### src/rtl/dpll_pkg.sv
`default_nettype none
// ============================================================================
// Package  : dpll_pkg
// Purpose  : Shared types and constants for the DPLL observability blocks:
//            frequency-monitor FSM state encoding, default gate/target
//            settings and a constant-evaluable ceil(log2) helper.
// Revision : 1.0 - initial release
// ============================================================================
package dpll_pkg;

  // Frequency-monitor FSM states.
  typedef enum logic [1:0] {
    IDLE    = 2'd0,
    MEASURE = 2'd1,
    REPORT  = 2'd2
  } mon_state_t;

  // Default monitor settings: 250 DPLL edges expected per 1000 clk window.
  localparam int DEF_GATE_CYCLES  = 1000;
  localparam int DEF_CNT_W        = 16;
  localparam int DEF_TARGET_COUNT = 250;
  localparam int DEF_TOLERANCE    = 2;
  localparam int DEF_LOCK_WINDOWS = 4;

  // ceil(log2(value)), never less than 1 so it can size a counter directly.
  function automatic int clog2(input int value);
    int w;
    w = 1;
    for (int i = 0; i < 31; i++) begin
      if ((1 << i) < value) begin
        w = i + 1;
      end
    end
    return w;
  endfunction

endpackage : dpll_pkg
`default_nettype wire

### src/rtl/sync_edge_det.sv
`default_nettype none
// ============================================================================
// Module   : sync_edge_det
// Purpose  : Brings an asynchronous level into the clk domain through a
//            two-flop synchroniser, keeps one history flop and emits a
//            single-cycle pulse for every synchronised rising edge.
//            A rise on i_async appears on o_rise 3 clk edges later
//            (counted by logic registering o_rise on the third edge).
// Ports    : clk      in  system clock
//            rst_n    in  asynchronous active-low reset
//            i_async  in  level asynchronous to clk
//            o_rise   out 1-cycle rising-edge pulse
// Revision : 1.0 - initial release
// ============================================================================
module sync_edge_det (
  input  logic clk,
  input  logic rst_n,
  input  logic i_async,
  output logic o_rise
);

  logic r_meta;
  logic r_sync;
  logic r_hist;

  always_ff @(posedge clk or negedge rst_n) begin
    if (!rst_n) begin
      r_meta <= 1'b0;
      r_sync <= 1'b0;
      r_hist <= 1'b0;
    end else begin
      r_meta <= i_async;
      r_sync <= r_meta;
      r_hist <= r_sync;
    end
  end

  assign o_rise = r_sync & ~r_hist;

endmodule : sync_edge_det
`default_nettype wire

### src/rtl/gclk_freq_monitor.sv
`default_nettype none
// ============================================================================
// Module   : gclk_freq_monitor
// Purpose  : Counts rising edges of the globally buffered DPLL output over a
//            fixed gate window of clk cycles, reports the count each window,
//            flags whether it is within TARGET_COUNT +/- TOLERANCE and raises
//            locked after LOCK_WINDOWS consecutive in-range windows.
// Ports    : clk          in  system clock
//            rst_n        in  asynchronous active-low reset
//            sig_in       in  buffered DPLL output, asynchronous to clk
//            enable       in  1 = measure continuously, 0 = idle/abort
//            count_out    out edge count of the last completed window
//            count_valid  out 1-cycle pulse when count_out/in_range update
//            in_range     out last window within target tolerance
//            locked       out LOCK_WINDOWS consecutive in-range windows seen
//            overflow     out last window's edge counter saturated
// Revision : 1.0 - initial release
// ============================================================================
module gclk_freq_monitor
  import dpll_pkg::*;
#(
  parameter int GATE_CYCLES  = DEF_GATE_CYCLES,
  parameter int CNT_W        = DEF_CNT_W,
  parameter int TARGET_COUNT = DEF_TARGET_COUNT,
  parameter int TOLERANCE    = DEF_TOLERANCE,
  parameter int LOCK_WINDOWS = DEF_LOCK_WINDOWS
) (
  input  logic             clk,
  input  logic             rst_n,
  input  logic             sig_in,
  input  logic             enable,
  output logic [CNT_W-1:0] count_out,
  output logic             count_valid,
  output logic             in_range,
  output logic             locked,
  output logic             overflow
);

  localparam int C_GATE_W   = clog2(GATE_CYCLES);
  localparam int C_STREAK_W = clog2(LOCK_WINDOWS + 1);

  localparam logic [C_GATE_W-1:0]   C_GATE_LAST = C_GATE_W'(GATE_CYCLES - 1);
  localparam logic [CNT_W-1:0]      C_CNT_MAX   = '1;
  // Range compare runs one bit wider than the counter so targets above the
  // counter range and the subtraction itself never wrap.
  localparam logic [CNT_W:0]        C_TARGET    = (CNT_W + 1)'(TARGET_COUNT);
  localparam logic [CNT_W:0]        C_TOL       = (CNT_W + 1)'(TOLERANCE);
  localparam logic [C_STREAK_W-1:0] C_LOCK      = C_STREAK_W'(LOCK_WINDOWS);

  mon_state_t            r_state;
  mon_state_t            w_state_next;
  logic                  w_report;
  logic                  w_drop_lock;

  logic [C_GATE_W-1:0]   r_gate_cnt;
  logic [CNT_W-1:0]      r_edge_cnt;
  logic                  r_win_ovf;
  logic [C_STREAK_W-1:0] r_streak;

  logic                  w_rise;
  logic [CNT_W-1:0]      w_cnt_inc;
  logic                  w_ovf_inc;
  logic [CNT_W:0]        w_cnt_ext;
  logic [CNT_W:0]        w_diff;
  logic                  w_in_range;
  logic [C_STREAK_W-1:0] w_streak_inc;

  // --------------------------------------------------------------------------
  // Input synchroniser and edge detector
  // --------------------------------------------------------------------------
  sync_edge_det u_sync (
    .clk     (clk),
    .rst_n   (rst_n),
    .i_async (sig_in),
    .o_rise  (w_rise)
  );

  // --------------------------------------------------------------------------
  // FSM
  // --------------------------------------------------------------------------
  always_ff @(posedge clk or negedge rst_n) begin
    if (!rst_n) begin
      r_state <= IDLE;
    end else begin
      r_state <= w_state_next;
    end
  end

  // Dropping enable always wins over completing a window, so a window that
  // is aborted on its last cycle never produces a report.
  always_comb begin
    w_state_next = r_state;
    w_report     = 1'b0;
    w_drop_lock  = 1'b0;
    case (r_state)
      IDLE: begin
        if (enable) begin
          w_state_next = MEASURE;
        end
      end
      MEASURE: begin
        if (!enable) begin
          w_state_next = IDLE;
          w_drop_lock  = 1'b1;
        end else if (r_gate_cnt == C_GATE_LAST) begin
          w_state_next = REPORT;
          w_report     = 1'b1;
        end
      end
      REPORT: begin
        if (enable) begin
          w_state_next = MEASURE;
        end else begin
          w_state_next = IDLE;
          w_drop_lock  = 1'b1;
        end
      end
      default: begin
        w_state_next = IDLE;
      end
    endcase
  end

  // --------------------------------------------------------------------------
  // Edge counter next value: saturating, with sticky overflow. Used both for
  // the running count and for the final value that includes an edge on the
  // gate's last cycle.
  // --------------------------------------------------------------------------
  always_comb begin
    w_cnt_inc = r_edge_cnt;
    w_ovf_inc = r_win_ovf;
    if (w_rise) begin
      if (r_edge_cnt == C_CNT_MAX) begin
        w_ovf_inc = 1'b1;
      end else begin
        w_cnt_inc = r_edge_cnt + 1'b1;
      end
    end
  end

  // --------------------------------------------------------------------------
  // Gate and edge counters
  // --------------------------------------------------------------------------
  // The counters are cleared on the edge that enters REPORT; the REPORT
  // cycle's own edge detect then seeds the next window so no edge is lost
  // between back-to-back windows.
  always_ff @(posedge clk or negedge rst_n) begin
    if (!rst_n) begin
      r_gate_cnt <= '0;
      r_edge_cnt <= '0;
      r_win_ovf  <= 1'b0;
    end else begin
      case (r_state)
        MEASURE: begin
          if (r_gate_cnt == C_GATE_LAST) begin
            r_gate_cnt <= '0;
            r_edge_cnt <= '0;
            r_win_ovf  <= 1'b0;
          end else begin
            r_gate_cnt <= r_gate_cnt + 1'b1;
            r_edge_cnt <= w_cnt_inc;
            r_win_ovf  <= w_ovf_inc;
          end
        end
        REPORT: begin
          r_gate_cnt <= '0;
          r_edge_cnt <= w_cnt_inc;
          r_win_ovf  <= w_ovf_inc;
        end
        default: begin
          r_gate_cnt <= '0;
          r_edge_cnt <= '0;
          r_win_ovf  <= 1'b0;
        end
      endcase
    end
  end

  // --------------------------------------------------------------------------
  // Range compare and lock streak
  // --------------------------------------------------------------------------
  assign w_cnt_ext    = {1'b0, w_cnt_inc};
  assign w_diff       = (w_cnt_ext >= C_TARGET) ? (w_cnt_ext - C_TARGET)
                                                : (C_TARGET - w_cnt_ext);
  assign w_in_range   = ~w_ovf_inc & (w_diff <= C_TOL);
  assign w_streak_inc = (r_streak >= C_LOCK) ? C_LOCK : (r_streak + 1'b1);

  // Report registers load on the edge entering REPORT so they are already
  // valid while count_valid is high.
  always_ff @(posedge clk or negedge rst_n) begin
    if (!rst_n) begin
      count_out   <= '0;
      count_valid <= 1'b0;
      in_range    <= 1'b0;
      overflow    <= 1'b0;
      locked      <= 1'b0;
      r_streak    <= '0;
    end else begin
      count_valid <= w_report;
      if (w_report) begin
        count_out <= w_cnt_inc;
        overflow  <= w_ovf_inc;
        in_range  <= w_in_range;
        if (w_in_range) begin
          r_streak <= w_streak_inc;
          locked   <= (w_streak_inc >= C_LOCK);
        end else begin
          r_streak <= '0;
          locked   <= 1'b0;
        end
      end else if (w_drop_lock) begin
        r_streak <= '0;
        locked   <= 1'b0;
      end
    end
  end

endmodule : gclk_freq_monitor
`default_nettype wire

### config.mk
export PLATFORM = sky130hd
export DESIGN_NAME = gclk_freq_monitor
export DESIGN_NICKNAME = d
export VERILOG_FILES = /design/src/rtl/dpll_pkg.sv /design/src/rtl/sync_edge_det.sv /design/src/rtl/gclk_freq_monitor.sv
export SDC_FILE = /design/constraint.sdc
export NUM_CORES = 1
export LEC_CHECK = 0
export ABC_AREA = 1
export CAP_MARGIN = 25
export CORE_MARGIN = 1
export CORE_UTILIZATION = 45
export CTS_BUF_LIST = sky130_fd_sc_hd__clkbuf_16
export DETAILED_ROUTE_END_ITERATION = 7
export GPL_ROUTABILITY_DRIVEN = 0
export GPL_TIMING_DRIVEN = 0
export PLACE_DENSITY = 0.68
export REMOVE_ABC_BUFFERS = 1
export SLEW_MARGIN = 5
export SYNTH_ARGS = -nofsm -noshare
export SYNTH_HDL_FRONTEND = slang
export SYNTH_SLANG_ARGS = --single-unit
### constraint.sdc
create_clock -name clk -period 4.3 [get_ports clk]
set_clock_uncertainty 0.05 [all_clocks]
set_input_delay 0.86 -clock clk [delete_from_list [all_inputs] [get_ports clk]]
set_output_delay 0.86 -clock clk [all_outputs]
set_load 0.1 [all_outputs]
# --- After elaboration in Yosys (flattened, before gate mapping) ---
# Cells that the tools add are included.
word_totals:
  register_bits: 55
  in_bits: 4
  output_inout_bits: 20
classes:
  n_addsub: 5
  magnitude_cmp: 4
  n_eq_ne: 6
  muxes: 28
  n_bitwise: 4
  reduce_logical: 4
op_table:
  columns: ["op", "count"]
  rows:
  - ["2-to-1 mux 16 bit", 3]
  - ["one-hot mux 16 bit (2 select lines)", 1]
  - ["2-to-1 mux 10 bit", 2]
  - ["less-or-equal comparator 17 x 2 -> 1 bit, second input constant", 1]
  - ["2-to-1 mux 17 bit", 1]
  - ["subtractor 16 x 8 -> 17 bit, second input constant", 1]
  - ["subtractor 8 x 16 -> 17 bit, first input constant", 1]
  - ["adder 16 x 1 -> 16 bit, second input constant", 1]
  - ["== test 16 bit, second input constant", 1]
  - ["greater-or-equal comparator 16 x 8 -> 1 bit, second input constant", 1]
  - ["2-to-1 mux 1 bit", 12]
  - ["2-to-1 mux 3 bit", 4]
  - ["adder 10 x 1 -> 10 bit, second input constant", 1]
  - ["== test 10 bit, second input constant", 1]
  - ["greater-or-equal comparator 3 bit, second input constant", 2]
  - ["2-to-1 mux 2 bit", 3]
  - ["one-hot mux 2 bit (3 select lines)", 1]
  - ["adder 3 x 1 -> 3 bit, second input constant", 1]
  - ["inequality test 3 bit, second input constant", 1]
  - ["bitwise AND 1 bit", 2]
  - ["== test 2 x 1 -> 1 bit, second input constant", 1]
  - ["== test 2 bit, second input constant", 1]
  - ["zero test 2 bit", 1]
  - ["inequality test 2 bit, second input constant", 1]
  - ["5 further kinds", 6]

# --- Logic depth before layout (Yosys ltp) ---
# Gate-level depths: netlist of the first run.
logic_depth:
  ltp_word: 9
  depth_mapped: 23
  ltp_nobuf: 23

# --- By module ---
# From an unflattened synthesis of the first run, not the netlist that was laid out.
unflattened:
  hier_cells: 519
  area_unflattened_um2: 3696.0
modules_own_cells:
  columns: ["module", "n_inst", "cells_per_inst", "area_each_um2", "seq_area_each_um2"]
  rows:
  - ["gclk_freq_monitor", 1, 514, 3611.0, 1276.2]
  - ["sync_edge_det", 1, 5, 85.1, 75.1]

# --- Worst setup path after synthesis of the first run ---
# OpenSTA, ideal clock, no wires.
synth_timing:
  path_type: "register to register"
  from: "register r_edge_cnt[0]"
  to: "register locked"
  setup_time_ns: 0.075
  t_arrival_ns: 2.817
  path_slack_ns: 1.359
  path_stages_with_launch: 22
  n_path_buf: 1
  path_cell_list: "dfrtp_1 > ha_1 > nand3_2 > nor2_4 > nand3_4 > nand2_1 > nand2_1 > nand2_1 > inv_1 > ha_1 > inv_1 > nand2_2 > o21ai_4 > nor2_4 > nand2_4 > buf_6 > nand2_1 > nand3b_1 > nand3_1 > nor2_2 > nand3_4 > a21oi_2"
synth_between:
  elab_chain_cells: 9
synth_rtl:
  columns: ["item", "line_no", "text"]
  rows:
  - ["start: declaration", "gclk_freq_monitor.sv:56", "logic [CNT_W-1:0] r_edge_cnt;"]
  - ["start signal: assignment", "gclk_freq_monitor.sv:161", "r_edge_cnt <= w_cnt_inc;"]
  - ["start signal: assignment", "gclk_freq_monitor.sv:167", "r_edge_cnt <= w_cnt_inc;"]
  - ["adder 16 x 1 -> 16 bit / == test 16 bit (equally long branches)", "gclk_freq_monitor.sv:136, gclk_freq_monitor.sv:133", null]
  - ["2-to-1 mux 16 bit *", "gclk_freq_monitor.sv:133", "if (r_edge_cnt == C_CNT_MAX) begin"]
  - ["2-to-1 mux 16 bit *", "gclk_freq_monitor.sv:132", "if (w_rise) begin"]
  - ["named net w_cnt_inc[1]", "gclk_freq_monitor.sv:61", "logic [CNT_W-1:0] w_cnt_inc;"]
  - ["subtractor 8 x 16 -> 17 bit, or another cell as far along", "gclk_freq_monitor.sv:184", ": (C_TARGET - w_cnt_ext);"]
  - ["2-to-1 mux 17 bit *", "gclk_freq_monitor.sv:183", "assign w_diff = (w_cnt_ext >= C_TARGET) ? (w_cnt_ext - C_TARGET)"]
  - ["less-or-equal comparator 17 x 2 -> 1 bit *", "gclk_freq_monitor.sv:185", "assign w_in_range = ~w_ovf_inc & (w_diff <= C_TOL);"]
  - ["bitwise AND 1 bit *", "gclk_freq_monitor.sv:185", null]
  - ["2-to-1 mux 1 bit *", "gclk_freq_monitor.sv:204", "if (w_in_range) begin"]
  - ["2-to-1 mux 1 bit *", "gclk_freq_monitor.sv:200", "if (w_report) begin"]
  - ["end signal: assignment", "gclk_freq_monitor.sv:206", "locked <= (w_streak_inc >= C_LOCK);"]
  - ["end: declaration", "gclk_freq_monitor.sv:35", "output logic locked,"]
# Mark *: on every way through the listed nets, which the timed path passes. The rest lies on a longest branch.
# A chain may end at the register's enable or synchronous reset.

# --- Worst setup path in the final report of the first run ---
layout_timing:
  from: "register r_edge_cnt[0]"
  to: "register r_streak[1]"
layout_between:
  elab_chain_cells: 9
layout_rtl:
  columns: ["item", "line_no", "text"]
  rows:
  - ["adder 16 x 1 -> 16 bit / == test 16 bit (equally long branches)", "gclk_freq_monitor.sv:136, gclk_freq_monitor.sv:133", null]
  - ["2-to-1 mux 16 bit *", "gclk_freq_monitor.sv:133", null]
  - ["2-to-1 mux 16 bit *", "gclk_freq_monitor.sv:132", null]
  - ["named net w_cnt_inc[1]", "gclk_freq_monitor.sv:61", null]
  - ["subtractor 8 x 16 -> 17 bit, or another cell as far along", "gclk_freq_monitor.sv:184", null]
  - ["2-to-1 mux 17 bit *", "gclk_freq_monitor.sv:183", null]
  - ["less-or-equal comparator 17 x 2 -> 1 bit *", "gclk_freq_monitor.sv:185", null]
  - ["bitwise AND 1 bit *", "gclk_freq_monitor.sv:185", null]
  - ["2-to-1 mux 3 bit *", "gclk_freq_monitor.sv:204", null]
  - ["2-to-1 mux 3 bit *", "gclk_freq_monitor.sv:200", null]
  - ["end signal: assignment", "gclk_freq_monitor.sv:205", "r_streak <= w_streak_inc;"]
  - ["end: declaration", "gclk_freq_monitor.sv:58", "logic [C_STREAK_W-1:0] r_streak;"]
# Marks and branches as above.

==> reports/qor.txt, run 1 <==
Status -> finished, final reports clean
Overall power -> 1.24 mW
Pre-antenna DRT Iters -> 4
Async SR Flop Fraction -> 1.00
Max Freq -> 289 MHz
Largest fanout on the critical path -> 12
Bufs on Longest Clock Path -> 2
WP data arrival -> 3.64 ns
Syn Area/Cell -> 7.34 µm²
Final Cycle Share -> 0.805
Slew Viols, Final -> 0
Row count -> 32
Clock period minus worst slack -> 3.46 ns
Die width -> 92.7 µm
Share of synthesized area occupied by flip-flops and latches -> 0.365
Hold Violations, Final -> 0
GRT Overall Usage -> 0.206
Vias -> 3,205
WL met2 -> 3.96 mm
P_leak -> 2.07 nW
Remaining DRCs -> 0
Post-synth top cells -> nand2_1 (123), nor2_1 (71), inv_1 (61)
# setup viols final -> 0
Critical path capture point type -> flip-flop
DP HPWL -> 6.08 mm
I/O pin cnt -> 24
Vias in the first global route -> 3,124
CORE AREA -> 7850 µm²
RR Startpoint -> r_edge_cnt[0]
Clock Sinks -> 54
Fill count -> 778
Setup_tns -> 0 ns
Final Net Count -> 547
Worst setup SP type -> flip-flop
Die Height -> 92.7 µm
Fin util -> 0.534
Min-Delay Path Class -> reg2reg
Register clock-pin slew on the reported worst setup and hold paths -> 0.07 ns
Routed len/inst -> 12.7 µm
Share of cells above drive strength 1 -> 0.136
Post-CTS Resized -> 0
Latest clock arrival within the worst-skew pair -> 0.29 ns
Largest area contributor in the netlist -> dfrtp_1
Post-Syn Instances -> 504
Largest net degree at the start of global routing -> 31
IO buf count -> 23
WL met1 -> 3.68 mm
Critical path origin -> r_edge_cnt[0]
Post-synth EDFFs -> 0
Power per cell area -> 297 nW/µm²
Grt total ovfl -> 0
Dominant synthesized flop cell -> dfrtp_1
Worst slew margin -> 0.351
Total wire length -> 8.01 mm
Cell count after placement -> 624
Routed Antenna Nets -> 0
Total CTS buffers -> 5
Yosys top cell area share -> 0.365
Cell variety after synth -> 37
Number of setup buffers added after CTS -> 0
Max cap viols -> 0
TritonCTS clock tree -> built
Initial antenna violation count -> 0
Clock Tree Root -> clkbuf_16
Most common cell in the netlist -> nand2_1
Antenna diode count -> 0
H-tree depth -> 2
RSZ-0062 raised after global routing -> no
Die area -> 8590 µm²
Top sig layer -> met4
Peak VDD IR -> 0.000183 V
WS Path Type -> reg2reg
First-pass GRT wire length -> 14.2 mm
Initial Util -> 0.472
Post-Syn Area -> 3700 µm²
Hold Buf Count CTS -> 0
DR vias/cell -> 5.07
Worst-Margin Slew -> 0.971 ns
YS warnings -> 0
Worst hold path startpoint -> u_sync.r_meta
P&R area growth vs syn -> 13.2%
Yosys reg bits -> 54
Worst EP required -> 4.47 ns
Finished Layout Cells -> 632
Area contributors post-synth -> dfrtp_1 (37%), nand2_1 (12%), nor2_1 (7.2%)
Initial detailed-routing violation count -> 188
Met3 wire len -> 253 µm
[flip-flops by register name (all words and copies together) (netlist names)]
name and cells:
u_sync.r_hist 1, u_sync.r_sync 1, count_out 16, overflow 1
locked 1, r_streak 2, u_sync.r_meta 1, r_state 2
r_edge_cnt 16, r_win_ovf 1, in_range 1, r_gate_cnt 10
count_valid 1
[where the power goes]
| part | switching (mW) | internal (mW) | total (mW) | leakage [nW] |
|---|---|---|---|---|
| sequential | 0.0264 | 0.534 | 0.560 | 0.742 |
| clock | 0.178 | 0.211 | 0.389 | 0.0724 |
| combinational | 0.203 | 0.0920 | 0.295 | 1.25 |
[cell families (layout without fill, tap and decap cells)]
logic type,count (synthesis),count (layout),share of synthesized area
XOR/XNOR,15,15,0.0355
AO/OA/AOI/OAI,38,38,0.0609
adder cells (fa/ha/maj),14,14,0.0473
buffers and inverters,78,104,0.0832
AND/OR/NAND/NOR,305,305,0.408
flip-flops,54,54,0.365
[cells in the final DEF, fill, tap and decap left out, types with 2 or more instances in the layout]
cell,n
nor2_2,7
nor2_4,10
o21ai_2,3
o21ai_0,7
dfrtp_1,54
clkdlybuf4s50_1,22
xor2_1,14
nand4_1,12
inv_1,62
nand2_1,123
clkbuf_16,5
nor3_1,8
nand3_4,2
nand3_1,37
nand2_4,3
inv_2,8
nand3_2,8
clkinv_1,3
ha_1,14
nor2_1,70
nand3b_1,2
o31ai_1,2
nand2_2,15
a21oi_1,21
nor4_1,2
or2_2,2
[final timing paths]
check                                 to  slack (ns)  cells past startpoint
max in group asynchronous  r_gate_cnt[3]        3.13                      2
min in group asynchronous  u_sync.r_hist        0.51                      1
max                          r_streak[1]        0.84                     22
min                        u_sync.r_sync        0.30                      0
max reg2reg                  r_streak[1]        0.84                     22
min reg2reg                u_sync.r_sync        0.30                      0
[routing by layer]
layer  global-route usage  up-vias
met3               0.0296       10
li1                     -     1635
met4               0.0513        0
met2                0.375       57
met5                    0        -
met1                0.256     1503
[area by class of cell]
class	instances	area, µm²	share of cell area
Clock buffer	5	125	0.0299
Clock inverter	3	12.5	0.00299
Inverter	71	267	0.0636
Multi-Input combinational cell	372	2040	0.488
Sequential cell	54	1350	0.323
Tap cell	102	128	0.0305
Timing Repair Buffer	25	260	0.0621
[worst max-delay path, stage by stage (launching register included)]
cell and delay (ns):
dfrtp_1 0.40, ha_1 0.30, nand3_2 0.19, nor2_4 0.22, nand3_4 0.15, nand2_1 0.11
nand2_1 0.06, nand2_1 0.17, inv_1 0.14, ha_1 0.21, inv_1 0.08, nand2_2 0.11
o21ai_4 0.24, nor2_4 0.09, nand2_4 0.14, inv_1 0.11, nand2_1 0.07, nand2_1 0.06
inv_2 0.04, nand2_1 0.05, nor2_2 0.15, nand3_4 0.12, o21ai_2 0.12
[metrics by stage]
stage,hold slack [ns],worst slack [ns],cell area (µm²)
5_1_grt,0.316,0.478,4190
3_5_place_dp,0.287,0.862,4050
2_1_floorplan,0.281,1.38,3660
6_report,0.299,0.837,4190
3_3_place_gp,0.285,0.0977,4020
4_1_cts,0.303,0.845,4190
No activity file was read; power rests on OpenSTA's default activity.
==> run 2: changes to the inputs <==
==> constraint.sdc (replaced) <==
create_clock -name clk -period 3.6 [get_ports clk]
set_clock_uncertainty 0.05 [all_clocks]
set_input_delay 0.72 -clock clk [delete_from_list [all_inputs] [get_ports clk]]
set_output_delay 0.72 -clock clk [all_outputs]
set_load 0.1 [all_outputs]
==> run 2 against run 1 <==
Compared with the run above:
- combinational power increased by 20%
- first-iteration DRC count increased by 4.8%
- die area unchanged
- final cell count increased by 0.16%
- flip-flop and latch count unchanged
- core utilization increased by 0.29 points
- sequential power increased by 20%
- fmax increased by 5.0%
- non-clock buffer count increased by 1
- global-route usage unchanged
- register-to-register slack got worse by 0.53 ns
- largest cell class unchanged
==> reports/qor.txt, run 2 (synthesis gave the netlist of run 1 again) <==
First-pass GRT wire length -> 14.2 mm
Power per cell area -> 354 nW/µm²
CORE AREA -> 7850 µm²
Final Net Count -> 548
Slew Viols, Final -> 0
Peak VDD IR -> 0.000219 V
Die width -> 92.7 µm
GRT Overall Usage -> 0.206
Bufs on Longest Clock Path -> 2
DR vias/cell -> 5.06
Row count -> 32
Largest fanout on the critical path -> 12
IO buf count -> 23
Hold Violations, Final -> 0
Hold Buf Count CTS -> 0
Most frequent cells in the layout -> nand2_1 (122), nor2_1 (70), inv_1 (62), dfrtp_1 (54), nand3_1 (37)
Most common cell after layout, fill and taps aside -> nand2_1
RR Startpoint -> r_edge_cnt[0]
WS Path Type -> reg2reg
Initial antenna violation count -> 0
Routed len/inst -> 12.7 µm
Clock share of power -> 0.313
Register clock-pin slew on the reported worst setup and hold paths -> 0.07 ns
Biggest regs -> count_out: 16 flops, r_edge_cnt: 16 flops, r_gate_cnt: 10 flops
Seq pwr share -> 0.450
Worst slew margin -> 0.351
Top sig layer -> met4
Status -> finished, final reports clean
Total CTS buffers -> 5
Worst EP required -> 3.77 ns
TritonCTS clock tree -> built
Total wire length -> 8.03 mm
Cell Area, Placed -> 4050 µm²
Initial Util -> 0.472
Sw Ratio -> 0.329
Design area -> 4210 µm²
Final Cycle Share -> 0.916
# setup viols final -> 0
Worst Reg-to-Reg Cells -> 22
Initial detailed-routing violation count -> 197
Cell Int Power -> 1.00 mW
H-tree depth -> 2
Max Freq -> 303 MHz
I/O pin cnt -> 24
Worst hold path endpoint -> u_sync.r_sync
Max cap viols -> 0
Met3 wire len -> 260 µm
P_leak -> 2.07 nW
Logic pwr share -> 0.237
P&R area growth vs syn -> 13.8%
Worst setup SP type -> flip-flop
Antenna diode count -> 0
WL met1 -> 3.67 mm
RR Endpoint -> r_streak[1]
Grt total ovfl -> 0
WP data arrival -> 3.47 ns
Critical path capture point type -> flip-flop
Latest clock arrival within the worst-skew pair -> 0.29 ns
Vias -> 3,206
WL met2 -> 3.99 mm
Clock Sinks -> 54
Flop2flop setup slack -> 0.30 ns
Clock period minus worst slack -> 3.30 ns
P_sw -> 490 µW
Clock Tree Root -> clkbuf_16
RSZ-0062 raised after global routing -> no
Worst hold path depth -> 0
Vias in the first global route -> 3,124
Share of cells above drive strength 1 -> 0.141
Fill count -> 774
Worst hold path startpoint -> u_sync.r_meta
Die area -> 8590 µm²
Fin util -> 0.537
Worst-Margin Slew -> 0.971 ns
DP HPWL -> 6.08 mm
Largest net degree at the start of global routing -> 31
Hold Slack -> 0.299 ns
Remaining DRCs -> 0
Min-Delay Path Class -> reg2reg
Die Height -> 92.7 µm
Pre-antenna DRT Iters -> 4
Routed Antenna Nets -> 0
[run 2: cell count changes in the layout (fill, tap and decap cells not counted)]
cell / delta
buf_4: +1
ha_1: -1
ha_4: +1
nand2_1: -1
nand2_2: +1
[run 2: per-stage QoR]
step	instances	setup WS [ns]	power, mW	setup TNS, ns
floorplan	497	0.683	0.936	0
global placement	622	-0.462	1.02	-1.85
detailed placement	624	0.162	1.03	0
CTS	632	0.145	1.50	0
global route	633	0.00944	1.58	0
finish	633	0.302	1.49	0
[run 2: worst max-delay path by stage]
stage / startpoint / end / slack, ns / cells after the start
final: r_edge_cnt[0] / r_streak[1] / 0.30 / 22
after global routing: r_edge_cnt[0] / r_streak[0] / 0.009 / 22
after floorplan: r_edge_cnt[0] / locked / 0.68 / 22
after detailed placement: r_edge_cnt[0] / r_streak[1] / 0.16 / 22
after CTS: r_edge_cnt[0] / r_streak[1] / 0.14 / 22
after global placement: enable / locked / -0.46 / 9
[run 2: critical path: stages, from the launching register on]
cell     delay, ns
dfrtp_1       0.45
ha_4          0.20
nand3_2       0.16
nor2_4        0.19
nand2_4       0.12
nand2_1       0.08
nand2_1       0.04
nand2_1       0.17
inv_1         0.14
ha_1          0.23
inv_1         0.08
nand2_2       0.11
o21ai_4       0.24
nor2_4        0.09
nand2_4       0.14
inv_1         0.11
nand2_1       0.07
nand2_1       0.06
inv_2         0.04
nand2_1       0.05
nor2_2        0.15
nand3_4       0.12
o21ai_2       0.12
[run 2: layout make-up]
class,count,area [µm²],share of cell area
clock buffers,5,125,0.0297
clock inverters,3,12.5,0.00297
repair buffers,26,268,0.0636
well taps,102,128,0.0303
flip-flops and latches,54,1350,0.321
inverters,71,267,0.0633
multi-input cells,372,2060,0.489
[run 2: metal layers]
layer  GRT usage  up-vias
met5           0        -
met4      0.0513        0
met3      0.0296       13
met2       0.375       60
met1       0.256     1489
li1            -     1644
[run 2: repair_timing]
action	CTS	global route
buffers inserted	0	1
resized for setup	0	3
endpoints found under the setup margin	0	4
[run 2: power by group through the flow]
stage          logic (mW)  clock network (mW)  registers (mW)
5_1_grt             0.403               0.502           0.675
3_5_place_dp        0.352                   0           0.681
3_3_place_gp        0.340                   0           0.679
4_1_cts             0.355               0.478           0.670
6_report            0.353               0.467           0.670
2_1_floorplan       0.262                   0           0.674
